`src/rtl/iicmb_wb_sequencer.sv`:
```
// Wishbone master that expands one I2C transaction request into the IICMB
// register command sequence: set bus, start, address, data bytes, stop.
module iicmb_wb_sequencer #(
  parameter int WB_ADDR_WIDTH  = 2,
  parameter int WB_DATA_WIDTH  = 8,
  parameter int I2C_ADDR_WIDTH = 7,
  parameter int LEN_WIDTH      = 5,
  parameter int IRQ_TIMEOUT    = 100000
) (
  input  logic                      clk_i,
  input  logic                      rst_i,
  input  logic                      req_valid,
  output logic                      req_ready,
  input  logic                      req_rnw,
  input  logic [WB_DATA_WIDTH-1:0]  req_bus,
  input  logic [I2C_ADDR_WIDTH-1:0] req_addr,
  input  logic [LEN_WIDTH-1:0]      req_len,
  input  logic                      wdata_valid,
  output logic                      wdata_ready,
  input  logic [WB_DATA_WIDTH-1:0]  wdata,
  output logic                      rdata_valid,
  input  logic                      rdata_ready,
  output logic [WB_DATA_WIDTH-1:0]  rdata,
  output logic                      done,
  output logic [2:0]                status,
  output logic                      cyc_o,
  output logic                      stb_o,
  output logic                      we_o,
  output logic [WB_ADDR_WIDTH-1:0]  adr_o,
  output logic [WB_DATA_WIDTH-1:0]  dat_o,
  input  logic [WB_DATA_WIDTH-1:0]  dat_i,
  input  logic                      ack_i,
  input  logic                      irq_i
);

  localparam int TMO_W = $clog2(IRQ_TIMEOUT + 1);
  localparam logic [TMO_W-1:0] TMO_LAST = TMO_W'(IRQ_TIMEOUT - 1);

  localparam logic [2:0] ST_OK = 3'd0, ST_NAK = 3'd1, ST_AL = 3'd2,
                         ST_ERR = 3'd3, ST_TMO = 3'd4;

  localparam logic [2:0] CMD_SET_BUS  = 3'b110, CMD_START    = 3'b100,
                         CMD_WRITE    = 3'b001, CMD_READ_ACK = 3'b010,
                         CMD_READ_NAK = 3'b011, CMD_STOP     = 3'b101;

  localparam logic [WB_ADDR_WIDTH-1:0] ADR_CSR  = WB_ADDR_WIDTH'(0);
  localparam logic [WB_ADDR_WIDTH-1:0] ADR_DPR  = WB_ADDR_WIDTH'(1);
  localparam logic [WB_ADDR_WIDTH-1:0] ADR_CMDR = WB_ADDR_WIDTH'(2);
  localparam logic [WB_DATA_WIDTH-1:0] CSR_INIT = WB_DATA_WIDTH'(8'hC0);

  typedef enum logic [3:0] {
    S_INIT, S_IDLE, S_BUS, S_START, S_ADDR, S_DATA_FETCH,
    S_DATA_CMD, S_RD_DPR, S_RD_OUT, S_STOP, S_DONE
  } state_t;

  typedef enum logic [1:0] {
    SUB_WR_DPR, SUB_WR_CMD, SUB_WAIT_IRQ, SUB_RD_ST
  } sub_t;

  state_t                    state;
  sub_t                      sub;
  logic                      lat_rnw;
  logic [WB_DATA_WIDTH-1:0]  lat_bus;
  logic [I2C_ADDR_WIDTH-1:0] lat_addr;
  logic [WB_DATA_WIDTH-1:0]  wbyte;
  logic [LEN_WIDTH-1:0]      cnt;
  logic [TMO_W-1:0]          tmo;
  logic                      nak_seen;

  logic                      has_dpr;
  logic [WB_DATA_WIDTH-1:0]  dpr_val;
  logic [2:0]                cmd_code;
  logic                      bus_req;
  logic                      acc_we;
  logic [WB_ADDR_WIDTH-1:0]  acc_adr;
  logic [WB_DATA_WIDTH-1:0]  acc_dat;
  logic                      bus_ack;
  logic                      last_byte;

  assign bus_ack   = cyc_o && ack_i;
  assign last_byte = (cnt == LEN_WIDTH'(1));

  // Operands of the IICMB command for the current state, and the bus access it needs now
  always_comb begin
    has_dpr  = 1'b0;
    dpr_val  = '0;
    cmd_code = CMD_STOP;
    bus_req  = 1'b0;
    acc_we   = 1'b0;
    acc_adr  = ADR_CSR;
    acc_dat  = '0;
    case (state)
      S_BUS:   begin has_dpr = 1'b1; dpr_val = lat_bus; cmd_code = CMD_SET_BUS; end
      S_START: cmd_code = CMD_START;
      S_ADDR:  begin
        has_dpr  = 1'b1;
        dpr_val  = WB_DATA_WIDTH'({lat_addr, lat_rnw});
        cmd_code = CMD_WRITE;
      end
      S_DATA_CMD: begin
        if (lat_rnw) begin
          cmd_code = last_byte ? CMD_READ_NAK : CMD_READ_ACK;
        end else begin
          has_dpr  = 1'b1;
          dpr_val  = wbyte;
          cmd_code = CMD_WRITE;
        end
      end
      default: ;
    endcase
    case (state)
      S_INIT:   begin bus_req = 1'b1; acc_we = 1'b1; acc_adr = ADR_CSR; acc_dat = CSR_INIT; end
      S_RD_DPR: begin bus_req = 1'b1; acc_adr = ADR_DPR; end
      S_BUS, S_START, S_ADDR, S_DATA_CMD, S_STOP: begin
        case (sub)
          SUB_WR_DPR: begin bus_req = has_dpr; acc_we = 1'b1; acc_adr = ADR_DPR; acc_dat = dpr_val; end
          SUB_WR_CMD: begin
            bus_req = 1'b1;
            acc_we  = 1'b1;
            acc_adr = ADR_CMDR;
            acc_dat = WB_DATA_WIDTH'(cmd_code);
          end
          SUB_RD_ST:  begin bus_req = 1'b1; acc_adr = ADR_CMDR; end
          default: ;
        endcase
      end
      default: ;
    endcase
  end

  always_ff @(posedge clk_i) begin
    if (rst_i) begin
      state       <= S_INIT;
      sub         <= SUB_WR_DPR;
      req_ready   <= 1'b0;
      wdata_ready <= 1'b0;
      rdata_valid <= 1'b0;
      rdata       <= '0;
      done        <= 1'b0;
      status      <= ST_OK;
      cyc_o       <= 1'b0;
      stb_o       <= 1'b0;
      we_o        <= 1'b0;
      adr_o       <= '0;
      dat_o       <= '0;
      nak_seen    <= 1'b0;
      tmo         <= '0;
    end else begin
      done <= 1'b0;
      // Bus engine: a new access may only start from an idle bus, so the ack edge always leaves a gap
      if (bus_ack) begin
        cyc_o <= 1'b0;
        stb_o <= 1'b0;
        we_o  <= 1'b0;
        adr_o <= '0;
        dat_o <= '0;
      end else if (bus_req && !cyc_o) begin
        cyc_o <= 1'b1;
        stb_o <= 1'b1;
        we_o  <= acc_we;
        adr_o <= acc_adr;
        dat_o <= acc_dat;
      end

      case (state)
        S_INIT: if (bus_ack) begin
          state     <= S_IDLE;
          req_ready <= 1'b1;
        end
        S_IDLE: if (req_valid && req_ready) begin
          lat_rnw   <= req_rnw;
          lat_bus   <= req_bus;
          lat_addr  <= req_addr;
          cnt       <= req_len;
          req_ready <= 1'b0;
          nak_seen  <= 1'b0;
          sub       <= SUB_WR_DPR;
          state     <= S_BUS;
        end
        S_DATA_FETCH: begin
          if (wdata_ready && wdata_valid) begin
            wbyte       <= wdata;
            wdata_ready <= 1'b0;
            sub         <= SUB_WR_DPR;
            state       <= S_DATA_CMD;
          end else if (wdata_valid) begin
            wdata_ready <= 1'b1;
          end
        end
        S_RD_DPR: if (bus_ack) begin
          rdata       <= dat_i;
          rdata_valid <= 1'b1;
          state       <= S_RD_OUT;
        end
        S_RD_OUT: if (rdata_ready) begin
          rdata_valid <= 1'b0;
          cnt         <= cnt - 1'b1;
          sub         <= SUB_WR_DPR;
          state       <= last_byte ? S_STOP : S_DATA_CMD;
        end
        S_DONE: begin
          req_ready <= 1'b1;
          state     <= S_IDLE;
        end
        default: begin
          case (sub)
            SUB_WR_DPR: if (!has_dpr || bus_ack) sub <= SUB_WR_CMD;
            SUB_WR_CMD: if (bus_ack) begin
              sub <= SUB_WAIT_IRQ;
              tmo <= '0;
            end
            SUB_WAIT_IRQ: begin
              if (irq_i) begin
                sub <= SUB_RD_ST;
              end else if (tmo == TMO_LAST) begin
                done   <= 1'b1;
                status <= ST_TMO;
                sub    <= SUB_WR_DPR;
                state  <= S_INIT;
              end else begin
                tmo <= tmo + 1'b1;
              end
            end
            SUB_RD_ST: if (bus_ack) begin
              sub <= SUB_WR_DPR;
              // Status byte: [7] DON, [6] NAK, [5] AL, [4] ERR
              if (dat_i[5]) begin
                done <= 1'b1; status <= ST_AL; state <= S_DONE;
              end else if (dat_i[4] || !(dat_i[7] || dat_i[6])) begin
                done <= 1'b1; status <= ST_ERR; state <= S_DONE;
              end else if (dat_i[6] && state != S_STOP) begin
                nak_seen <= 1'b1;
                state    <= S_STOP;
              end else begin
                case (state)
                  S_BUS:   state <= S_START;
                  S_START: state <= S_ADDR;
                  S_ADDR: begin
                    if (cnt == '0)   state <= S_STOP;
                    else if (lat_rnw) state <= S_DATA_CMD;
                    else              state <= S_DATA_FETCH;
                  end
                  S_DATA_CMD: begin
                    if (lat_rnw) begin
                      state <= S_RD_DPR;
                    end else begin
                      cnt   <= cnt - 1'b1;
                      state <= last_byte ? S_STOP : S_DATA_FETCH;
                    end
                  end
                  default: begin
                    done   <= 1'b1;
                    status <= (nak_seen || dat_i[6]) ? ST_NAK : ST_OK;
                    state  <= S_DONE;
                  end
                endcase
              end
            end
            default: ;
          endcase
        end
      endcase
    end
  end

endmodule
```
`config.mk`:
```
export PLATFORM = sky130hd
export DESIGN_NAME = iicmb_wb_sequencer
export DESIGN_NICKNAME = d
export VERILOG_FILES = /design/src/rtl/iicmb_wb_sequencer.sv
export SDC_FILE = /design/constraint.sdc
export NUM_CORES = 1
export LEC_CHECK = 0
export ABC_AREA = 1
export ABC_CLOCK_PERIOD_IN_PS = 3800
export BUFFER_PORTS_ARGS = -buffer_cell sky130_fd_sc_hd__buf_2
export CAP_MARGIN = 30
export CELL_PAD_IN_SITES_DETAIL_PLACEMENT = 1
export CELL_PAD_IN_SITES_GLOBAL_PLACEMENT = 2
export CORE_MARGIN = 1.5
export CORE_UTILIZATION = 31
export DETAILED_ROUTE_END_ITERATION = 12
export GPL_TIMING_DRIVEN = 0
export HOLD_SLACK_MARGIN = 0.08
export PLACE_DENSITY_LB_ADDON = 0.05
export SLEW_MARGIN = 15
export SYNTH_ARGS = -nofsm -noshare
export SYNTH_HDL_FRONTEND = slang
export SYNTH_SLANG_ARGS = --single-unit
```
`constraint.sdc`:
```
create_clock -name clk_i -period 3.8 [get_ports clk_i]
set_input_delay 0.19 -clock clk_i [delete_from_list [all_inputs] [get_ports clk_i]]
set_output_delay 0.19 -clock clk_i [all_outputs]
set_load 0.01 [all_outputs]
```
==> flow_summary.yaml, run 1 <==
timing:
  timing.final.max_slew_violations: 0
  layout_worst_path_cycle_share: 0.606
  layout_setup_ws_ps: 1500
  transition_time_of_the_tightest_slew_check_pin_ps: 763
  timing.clock.skew_ps: 9.15
  max_freq_mhz: 435
  report.final.hold_viol_count: 0
  min_period_ps: 2300
  unrepaired_setup_endpoints_after_global_routing: "false"
  slew-limit-headroom: 0.489
  setup_viol: 0
die:
  design.die.area_um2: 14300
  io_pins: 72
  coreArea_um2: 13200
  die_w_um: 119
  count_of_standard_cell_rows: 42
  floorplan.initialDensity: 0.317
  die_height_um: 119
synth:
  post-synth-top-count-cell: "sky130_fd_sc_hd__nand2_1"
  synth_sequential_area_ratio: 0.450
  avgSynthCellArea_um2: 7.19
  ys_top_cells_by_area: "sky130_fd_sc_hd__dfxtp_1 24%, sky130_fd_sc_hd__edfxtp_1 21%, sky130_fd_sc_hd__nand2_1 14%, sky130_fd_sc_hd__nor2_1 7.4%, sky130_fd_sc_hd__nand3_1 5.8%"
  synth.yosys.warnings: 0
  syn-instance-count: 584
  synth_common_cells: "154 x sky130_fd_sc_hd__nand2_1, 83 x sky130_fd_sc_hd__nor2_1, 55 x sky130_fd_sc_hd__inv_1"
  synth-async-reset-ratio: 0
  synth_enable_flop_cells: 29
  syn-cell-area_um2: 4200
  synth_cell_type_count: 35
  synth_top_area_share: 0.243
  synth.largest_area_cell: "sky130_fd_sc_hd__dfxtp_1"
  synthFlopType: "sky130_fd_sc_hd__dfxtp_1"
  synth_seq_cells: 80
  synth_nets: 632
placement:
  io_buffers: 71
  detailed_place.area_um2: 4810
  dpl.hpwl_mm: 10.4
  dpl_worst_slack_ps: 1470
  post-place-cells: 833
  routabilityCongestion: 0.819
worst_setup_path:
  cp_num_cells: 6
  cp-start-kind: "register"
  regToRegSetupSlack_ps: 1500
  timing.setup.critical_path_class: "reg -> reg"
  crit_chain: "inv_2 > nor2_2 > nand2_1 > nor2_4 > a31oi_1 > nor4_2"
  critPathCaptureType: "register"
  cp_delay_by_family_top: "simple AND/OR/NAND/NOR gates"
  regToRegEndpoint: "cnt[1]"
  timing.critical_path.slowest_stage_cell: "sky130_fd_sc_hd__nor4_2"
  critical_path.max_fanout: 10
  crit_arrival_ps: 2280
  cp.buffers_inverters: 1
  rr_worst_depth: 6
  timing.critical_path.slowest_cell_delay_ps: 570
  cp_data_required_time_ps: 3780
  worst_reg2reg_startpoint: "state[1]"
routing:
  drt_pass1_iterations: 4
  drc_errors: 0
  routed_wl_mm: 13.6
  num_vias: 4166
  viasPerCell: 4.77
  ant_nets: 0
  dr.first_iter.drc_count: 179
  wire_per_inst_um: 15.6
final_layout:
  regArea_um2: 1890
  final_core_utilization: 0.401
  fin_nets: 740
  finalNonFillerCells: 873
  num-fill-cells: 1732
  drive_above_1_share: 0.176
  multi_input_logic_area_um2: 1990
  insertedDiodeCount: 0
  postLayoutCellArea_um2: 5320
  flow.area_growth_from_synthesis_pct: 26.6
cts:
  clkSlewWorstSetupHoldPaths_ps: 60
  root_buffer: "sky130_fd_sc_hd__clkbuf_16"
  h_tree_lvl_count: 3
  cts_resized: 0
  clock-sinks: 80
  clock_latency_ps: 350
  cts_tree: "built"
  numCtsBuffers: 9
  cts_hold_bufs: 24
  ctsLongestPathBuffers: 2
  post_cts_buffers: 0
worst_hold_path:
  hold_start: "dat_i[2]"
  min_path_type: "in -> reg"
  holdPathEnd: "rdata[2]"
  min_path_cells: 3
grt:
  globalRouteTotalUtil: 0.203
  antenna_found_initial: 0
  first_global_vias: 4453
  grt_first_pass_wirelength_mm: 22.4
  maximum_number_of_pins_on_one_net_before_global_route_repair: 15
  grt_overflow: 0
pwr:
  switching_power_mw: 1.27
  vdd_drop_max_uv: 311
  total_power_mw: 3.09
  cell_internal_pwr_mw: 1.82
  comb_power_share: 0.395
  power.switching_fraction: 0.410
  pwr_density_cell_nw_per_um2: 581
  power.leakage_nw: 2.28
  share_of_power_burned_in_the_clock_network: 0.261
  power.share.sequential: 0.345
run_status:
  outcome: "finished, final reports clean"
flow_run:
  cap_viol_max_count: 0
-- sequential cells by signal, summed over array words and instances (netlist names), 2 cells and up --
name	count
lat_bus	8
dat_o	8
state	4
sub	2
adr_o	2
rdata	8
lat_addr	7
tmo	17
cnt	5
wbyte	8
status	3
-- stage by stage --
step	hold slack, ps	setup TNS [ps]
finish	110	0
global route	124	0
CTS	97.3	0
detailed placement	369	0
global placement	367	-287
floorplan	289	0
-- worst max-delay path by stage --
stage	to	from	slack, ps
floorplan	lat_addr[0]	state[2]	940
global route	cnt[1]	state[1]	1330
finish	cnt[1]	state[1]	1500
detailed placement	cnt[4]	state[1]	1470
CTS	cnt[4]	state[1]	1430
global placement	lat_addr[3]	state[2]	-20
-- per-layer routing --
metal | global-route usage | wire length [um] | up-vias
li1 | - | - | 2117
met1 | 0.265 | 6570 | 1975
met2 | 0.339 | 6360 | 63
met3 | 0.0417 | 480 | 11
met4 | 0.0625 | 182 | 0
met5 | 0 | 0 | -
-- cell families after synthesis --
logic type | count (synthesis) | synth area share
simple gates | 331 | 0.341
buf+inv | 81 | 0.0792
flops | 80 | 0.450
compound gates | 77 | 0.0947
xor+xnor | 11 | 0.0229
fa+ha+maj | 4 | 0.0119
-- layout by cell type, fill, tap and decap left out, drive strengths merged --
cell type / instances
edfxtp: 29
xnor2: 2
a211oi: 1
a21oi: 40
nand2: 156
ha: 4
nor3b: 1
o21ai: 31
nand3: 50
nor2: 91
clkbuf: 15
buf: 83
inv: 67
dfxtp: 51
o21bai: 1
dlygate4sd3: 24
or2: 1
clkinv: 5
o211ai: 2
a31oi: 2
xor2: 9
and2: 1
nor3: 16
and3: 1
nor4: 2
nand4: 12
-- power by group through the flow --
stage               clock, mW  combinational (mW)  sequential (mW)
floorplan                   0               0.790             1.10
global placement            0                1.18             1.08
detailed placement          0                1.21             1.08
CTS                     0.837                1.23             1.06
global route            0.865                1.38             1.08
finish                  0.806                1.22             1.07
-- worst reg2reg max path, cell delays in order, from the launching register on --
cell	delay, ps
sky130_fd_sc_hd__dfxtp_1	470
sky130_fd_sc_hd__inv_2	80
sky130_fd_sc_hd__nor2_2	230
sky130_fd_sc_hd__nand2_1	160
sky130_fd_sc_hd__nor2_4	260
sky130_fd_sc_hd__a31oi_1	150
sky130_fd_sc_hd__nor4_2	570
-- layout make-up --
type	instances	area share
multi-input combinational	423	0.375
tap	176	0.0414
buffer	16	0.0162
timing repair buffer	97	0.114
sequential	80	0.356
inverter	65	0.0464
clock inverter	7	0.00847
clock buffer	9	0.0424
Power figures use the tool's default switching activity.
==> inputs of run 2 (changes only) <==
- ABC_CLOCK_PERIOD_IN_PS: 3800 -> 2140
- clock period: 3.8 -> 2.14 ns (I/O delays scaled with it)
==> flow_summary.yaml, run 2 (synthesized netlist as in run 1, its figures left out) <==
flow_run:
  cap_viol_max_count: 0
worst_setup_path:
  cpMostUsedCell: "sky130_fd_sc_hd__nand2_1"
  critical_path.max_fanout: 6
  crit_arrival_ps: 2080
  timing.critical_path.slowest_stage_cell: "sky130_fd_sc_hd__dfxtp_1"
  rr_worst_depth: 7
  crit_chain: "nand2_1 > nor2_2 > inv_1 > nand2_1 > a31oi_1 > nor4_2 > clkdlybuf4s15_2"
  regToRegEndpoint: "cnt[0]"
  timing.setup.critical_path_class: "reg -> reg"
  cp-start-kind: "register"
  timing.critical_path.slowest_cell_delay_ps: 480
  worst_reg2reg_startpoint: "state[0]"
  regToRegSetupSlack_ps: 120
  critPathCaptureType: "register"
  cp_data_required_time_ps: 2200
grt:
  maximum_number_of_pins_on_one_net_before_global_route_repair: 16
  first_global_vias: 4307
  grt_overflow: 0
  globalRouteTotalUtil: 0.200
  grt_first_pass_wirelength_mm: 22.1
  antenna_found_initial: 0
timing:
  max_freq_mhz: 494
  report.final.hold_viol_count: 0
  min_period_ps: 2020
  timing.final.max_slew_violations: 0
  slew-limit-headroom: 0.461
  timing.clock.skew_ps: 6.62
  transition_time_of_the_tightest_slew_check_pin_ps: 808
  fin_hold_ws_ps: 112
  unrepaired_setup_endpoints_after_global_routing: "false"
  setup_total_negative_slack_ps: 0
  setup_viol: 0
  layout_worst_path_cycle_share: 0.945
final_layout:
  insertedDiodeCount: 0
  largest-register: "tmo"
  num-fill-cells: 1698
  final_cell_mix: "152 x sky130_fd_sc_hd__nand2_1, 80 x sky130_fd_sc_hd__nor2_1, 77 x sky130_fd_sc_hd__buf_2"
  postLayoutCellArea_um2: 5580
  final_core_utilization: 0.421
  mostFrequentLayoutCell: "sky130_fd_sc_hd__nand2_1"
  flow.area_growth_from_synthesis_pct: 32.8
  fin_nets: 757
  largest_reg_flops: 17
  drive_above_1_share: 0.197
routing:
  wire_per_inst_um: 15.0
  ant_nets: 0
  viasPerCell: 4.75
  dr.first_iter.drc_count: 149
  drc_errors: 0
  drt_pass1_iterations: 4
  routed_wl_mm: 13.3
  num_vias: 4229
pwr:
  switching_power_mw: 2.27
  pwr_density_cell_nw_per_um2: 1020
  share_of_power_burned_in_the_clock_network: 0.279
  power.leakage_nw: 2.39
  vdd_drop_max_uv: 674
  cell_internal_pwr_mw: 3.42
  power.switching_fraction: 0.399
  comb_power_share: 0.389
  power.share.sequential: 0.332
  total_power_mw: 5.68
placement:
  dpl.hpwl_mm: 10.2
  io_buffers: 71
  detailed_place.area_um2: 4820
  routabilityCongestion: 0.873
cts:
  numCtsBuffers: 9
  cts_tree: "built"
  h_tree_lvl_count: 3
  clock-sinks: 80
  clock_latency_ps: 350
  ctsLongestPathBuffers: 2
  clkSlewWorstSetupHoldPaths_ps: 60
  root_buffer: "sky130_fd_sc_hd__clkbuf_16"
worst_hold_path:
  min_path_type: "in -> reg"
  holdPathEnd: "rdata[6]"
  hold_start: "dat_i[6]"
  min_path_cells: 3
die:
  floorplan.initialDensity: 0.317
  die_w_um: 119
  io_pins: 72
  die_height_um: 119
  count_of_standard_cell_rows: 42
  design.die.area_um2: 14300
  coreArea_um2: 13200
run_status:
  outcome: "finished, final reports clean"
run 2: cell types whose count changed in the layout (fill, tap and decap cells not counted), moves of 2 or more:
cell / delta
sky130_fd_sc_hd__buf_4: +4
sky130_fd_sc_hd__nor2_1: -3
sky130_fd_sc_hd__nor2_2: +2
sky130_fd_sc_hd__dlygate4sd3_1: +12
sky130_fd_sc_hd__nand2_1: -2
sky130_fd_sc_hd__nor3_4: +2
sky130_fd_sc_hd__dfxtp_2: +3
sky130_fd_sc_hd__dfxtp_1: -3
run 2: repair_timing:
action,CTS,global route
gates resized for setup,6,13
endpoints found under the setup margin,14,46
pin swaps,3,2
hold endpoints to repair,36,0
cloned,0,0
setup buffers,4,1
hold buffers,36,0
run 2: worst max-delay path by stage:
stage,to,start,slack (ps)
2_1_floorplan,cnt[0],state[1],180
3_3_place_gp,cnt[3],state[1],-460
3_5_place_dp,cnt[0],state[1],-270
5_1_grt,cnt[2],state[0],4
6_report,cnt[0],state[0],120
4_1_cts,rdata_valid,stb_o,3
run 2: routing by layer:
metal / vias up / share of wire / track usage
met3: 11 / 0.034 / 0.0407
li1: 2162 / - / -
met2: 76 / 0.46 / 0.323
met4: 0 / 0.012 / 0.0558
met5: - / 0 / 0
met1: 1980 / 0.49 / 0.272
run 2: area by class of cell:
cell class | instances | area (um^2) | share of cell area
timing repair buffer | 114 | 776 | 0.139
inverter | 65 | 246 | 0.0442
sequential | 80 | 1900 | 0.340
clock inverter | 7 | 77.6 | 0.0139
tap | 176 | 220 | 0.0395
buffer | 16 | 87.6 | 0.0157
multi-input combinational | 423 | 2050 | 0.367
clock buffer | 9 | 225 | 0.0404
run 2: power groups by stage:
stage               Clock [mW]  Sequential, mW  Combinational [mW]
floorplan                    0            1.95                1.41
global placement             0            1.91                2.10
detailed placement           0            1.92                2.13
CTS                       1.64            1.89                2.21
global route              1.70            1.91                2.49
finish                    1.58            1.89                2.21
run 2: worst max-delay path: cells and delay by family (launching register included):
family / cells / cell delay (ps)
AOI/OAI and AO/OA: 1 / 120
buffers and inverters: 2 / 380
DFF: 1 / 480
and+or+nand+nor: 4 / 770
run 2: metrics by stage:
stage / std cells / setup slack, ps
floorplan: 584 / 184
global placement: 831 / -462
detailed placement: 833 / -273
CTS: 889 / 3.22
global route: 890 / 3.95
finish: 890 / 117
==> inputs of run 3 (changes only) <==
- CORE_UTILIZATION: 31 -> 24
==> flow_summary.yaml, run 3 (synthesized netlist as in run 1, its figures left out) <==
worst_setup_path:
  critical_path.max_fanout: 4
  timing.setup.critical_path_class: "in -> reg"
  timing.critical_path.slowest_stage_cell: "sky130_fd_sc_hd__dlygate4sd3_1"
  timing.critical_path.slowest_cell_delay_ps: 540
  cp_data_required_time_ps: 2200
  crit_arrival_ps: 2070
  cpMostUsedCell: "sky130_fd_sc_hd__buf_2"
  critPathCaptureType: "register"
  crit_chain: "dlygate4sd3_1 > buf_2 > nor2_2 > nand2_1 > nor3_2 > a31oi_1 > nor4_2 > buf_2"
  cp_delay_by_family_top: "buffers and inverters"
  cp.buffers_inverters: 3
  cp-start-kind: "input pin"
placement:
  detailed_place.area_um2: 4880
  io_buffers: 71
  post-place-cells: 883
  routabilityCongestion: 0.802
  dpl.hpwl_mm: 11.0
flow_run:
  cap_viol_max_count: 0
timing:
  min_period_ps: 2010
  setup_total_negative_slack_ps: 0
  report.final.hold_viol_count: 0
  max_freq_mhz: 499
  timing.clock.skew_ps: 7.33
  transition_time_of_the_tightest_slew_check_pin_ps: 722
  setup_viol: 0
  layout_worst_path_cycle_share: 0.937
  timing.final.max_slew_violations: 0
  slew-limit-headroom: 0.519
die:
  count_of_standard_cell_rows: 48
  design.die.area_um2: 18300
  io_pins: 72
  coreArea_um2: 17200
  die_w_um: 135
  floorplan.initialDensity: 0.245
  die_height_um: 135
final_layout:
  finalNonFillerCells: 941
  fin_nets: 759
  largest_reg_flops: 17
  final_cell_mix: "150 x sky130_fd_sc_hd__nand2_1, 79 x sky130_fd_sc_hd__nor2_1, 79 x sky130_fd_sc_hd__buf_2"
  postLayoutCellArea_um2: 5630
  insertedDiodeCount: 0
  num-fill-cells: 2126
  largest-register: "tmo"
  mostFrequentLayoutCell: "sky130_fd_sc_hd__nand2_1"
  flow.area_growth_from_synthesis_pct: 34.1
  drive_above_1_share: 0.201
grt:
  grt_overflow: 0
  antenna_found_initial: 0
  globalRouteTotalUtil: 0.166
  first_global_vias: 4335
  maximum_number_of_pins_on_one_net_before_global_route_repair: 16
  grt_first_pass_wirelength_mm: 23.1
cts:
  clkSlewWorstSetupHoldPaths_ps: 60
  h_tree_lvl_count: 3
  clock-sinks: 80
  ctsLongestPathBuffers: 2
  root_buffer: "sky130_fd_sc_hd__clkbuf_16"
  clock_latency_ps: 350
  cts_tree: "built"
  numCtsBuffers: 9
worst_hold_path:
  min_path_type: "in -> reg"
routing:
  drt_pass1_iterations: 4
  wire_per_inst_um: 15.1
  viasPerCell: 4.46
  num_vias: 4198
  dr.first_iter.drc_count: 133
  drc_errors: 0
  ant_nets: 0
  routed_wl_mm: 14.2
pwr:
  power.leakage_nw: 2.38
  pwr_density_cell_nw_per_um2: 1000
  vdd_drop_max_uv: 411
run_status:
  outcome: "finished, final reports clean"
-- run 3: through the flow --
| stage | worst slack [ps] | hold slack [ps] | utilization | total power, mW |
|---|---|---|---|---|
| global route | -19.1 | 181 | 0.328 | 6.13 |
| detailed placement | -324 | 286 | 0.284 | 4.09 |
| floorplan | 184 | 206 | - | 3.36 |
| global placement | -537 | 283 | 0.282 | 4.06 |
| finish | 135 | 126 | 0.328 | 5.65 |
| CTS | 3.19 | 127 | 0.325 | 5.71 |
-- run 3: timing repair --
| action | in CTS | in global routing |
|---|---|---|
| setup endpoints to repair | 23 | 46 |
| hold buffers | 38 | 0 |
| gates cloned | 0 | 0 |
| hold endpoints to repair | 38 | 0 |
| pin swaps | 1 | 3 |
| gates resized for setup | 5 | 18 |
| buffers inserted | 2 | 2 |
-- run 3: cell type report --
cell class	count	area, um^2	area share
clock buffer	9	225	0.0400
buffer	16	91.3	0.0162
inverter	65	246	0.0438
multi-input combinational	423	2050	0.364
clock inverter	7	56.3	0.0100
tap	225	282	0.0500
sequential	80	1900	0.337
timing repair buffer	116	787	0.140
-- run 3: layer usage --
| layer | GRT usage | vias up | share of wire |
|---|---|---|---|
| met2 | 0.271 | 56 | 0.46 |
| li1 | - | 2157 | - |
| met1 | 0.222 | 1974 | 0.50 |
| met4 | 0.0573 | 0 | 0.013 |
| met3 | 0.0262 | 11 | 0.021 |
| met5 | 0 | - | 0 |
-- run 3: worst paths after layout --
kind | startpoint | end | slack (ps) | depth (start not counted)
setup / recovery | dat_i[4] | cnt[2] | 130 | 8
hold / removal | rdata_ready | rdata_valid | 130 | 6
setup reg to reg | state[0] | cnt[2] | 160 | 8
hold reg to reg | rdata[6] | rdata[6] | 470 | 2
-- run 3: worst min-delay path, stage by stage --
cell and delay [ps]:
sky130_fd_sc_hd__buf_2 80, sky130_fd_sc_hd__inv_1 30, sky130_fd_sc_hd__nand2_1 70, sky130_fd_sc_hd__nand2_1 50
sky130_fd_sc_hd__nand2_1 50, sky130_fd_sc_hd__a21oi_1 50
-- run 3: power by group --
group | leakage, nW | switching [mW] | internal [mW]
sequential | 0.676 | 0.127 | 1.77
clock | 0.132 | 0.693 | 0.798
combinational | 1.57 | 1.51 | 0.749
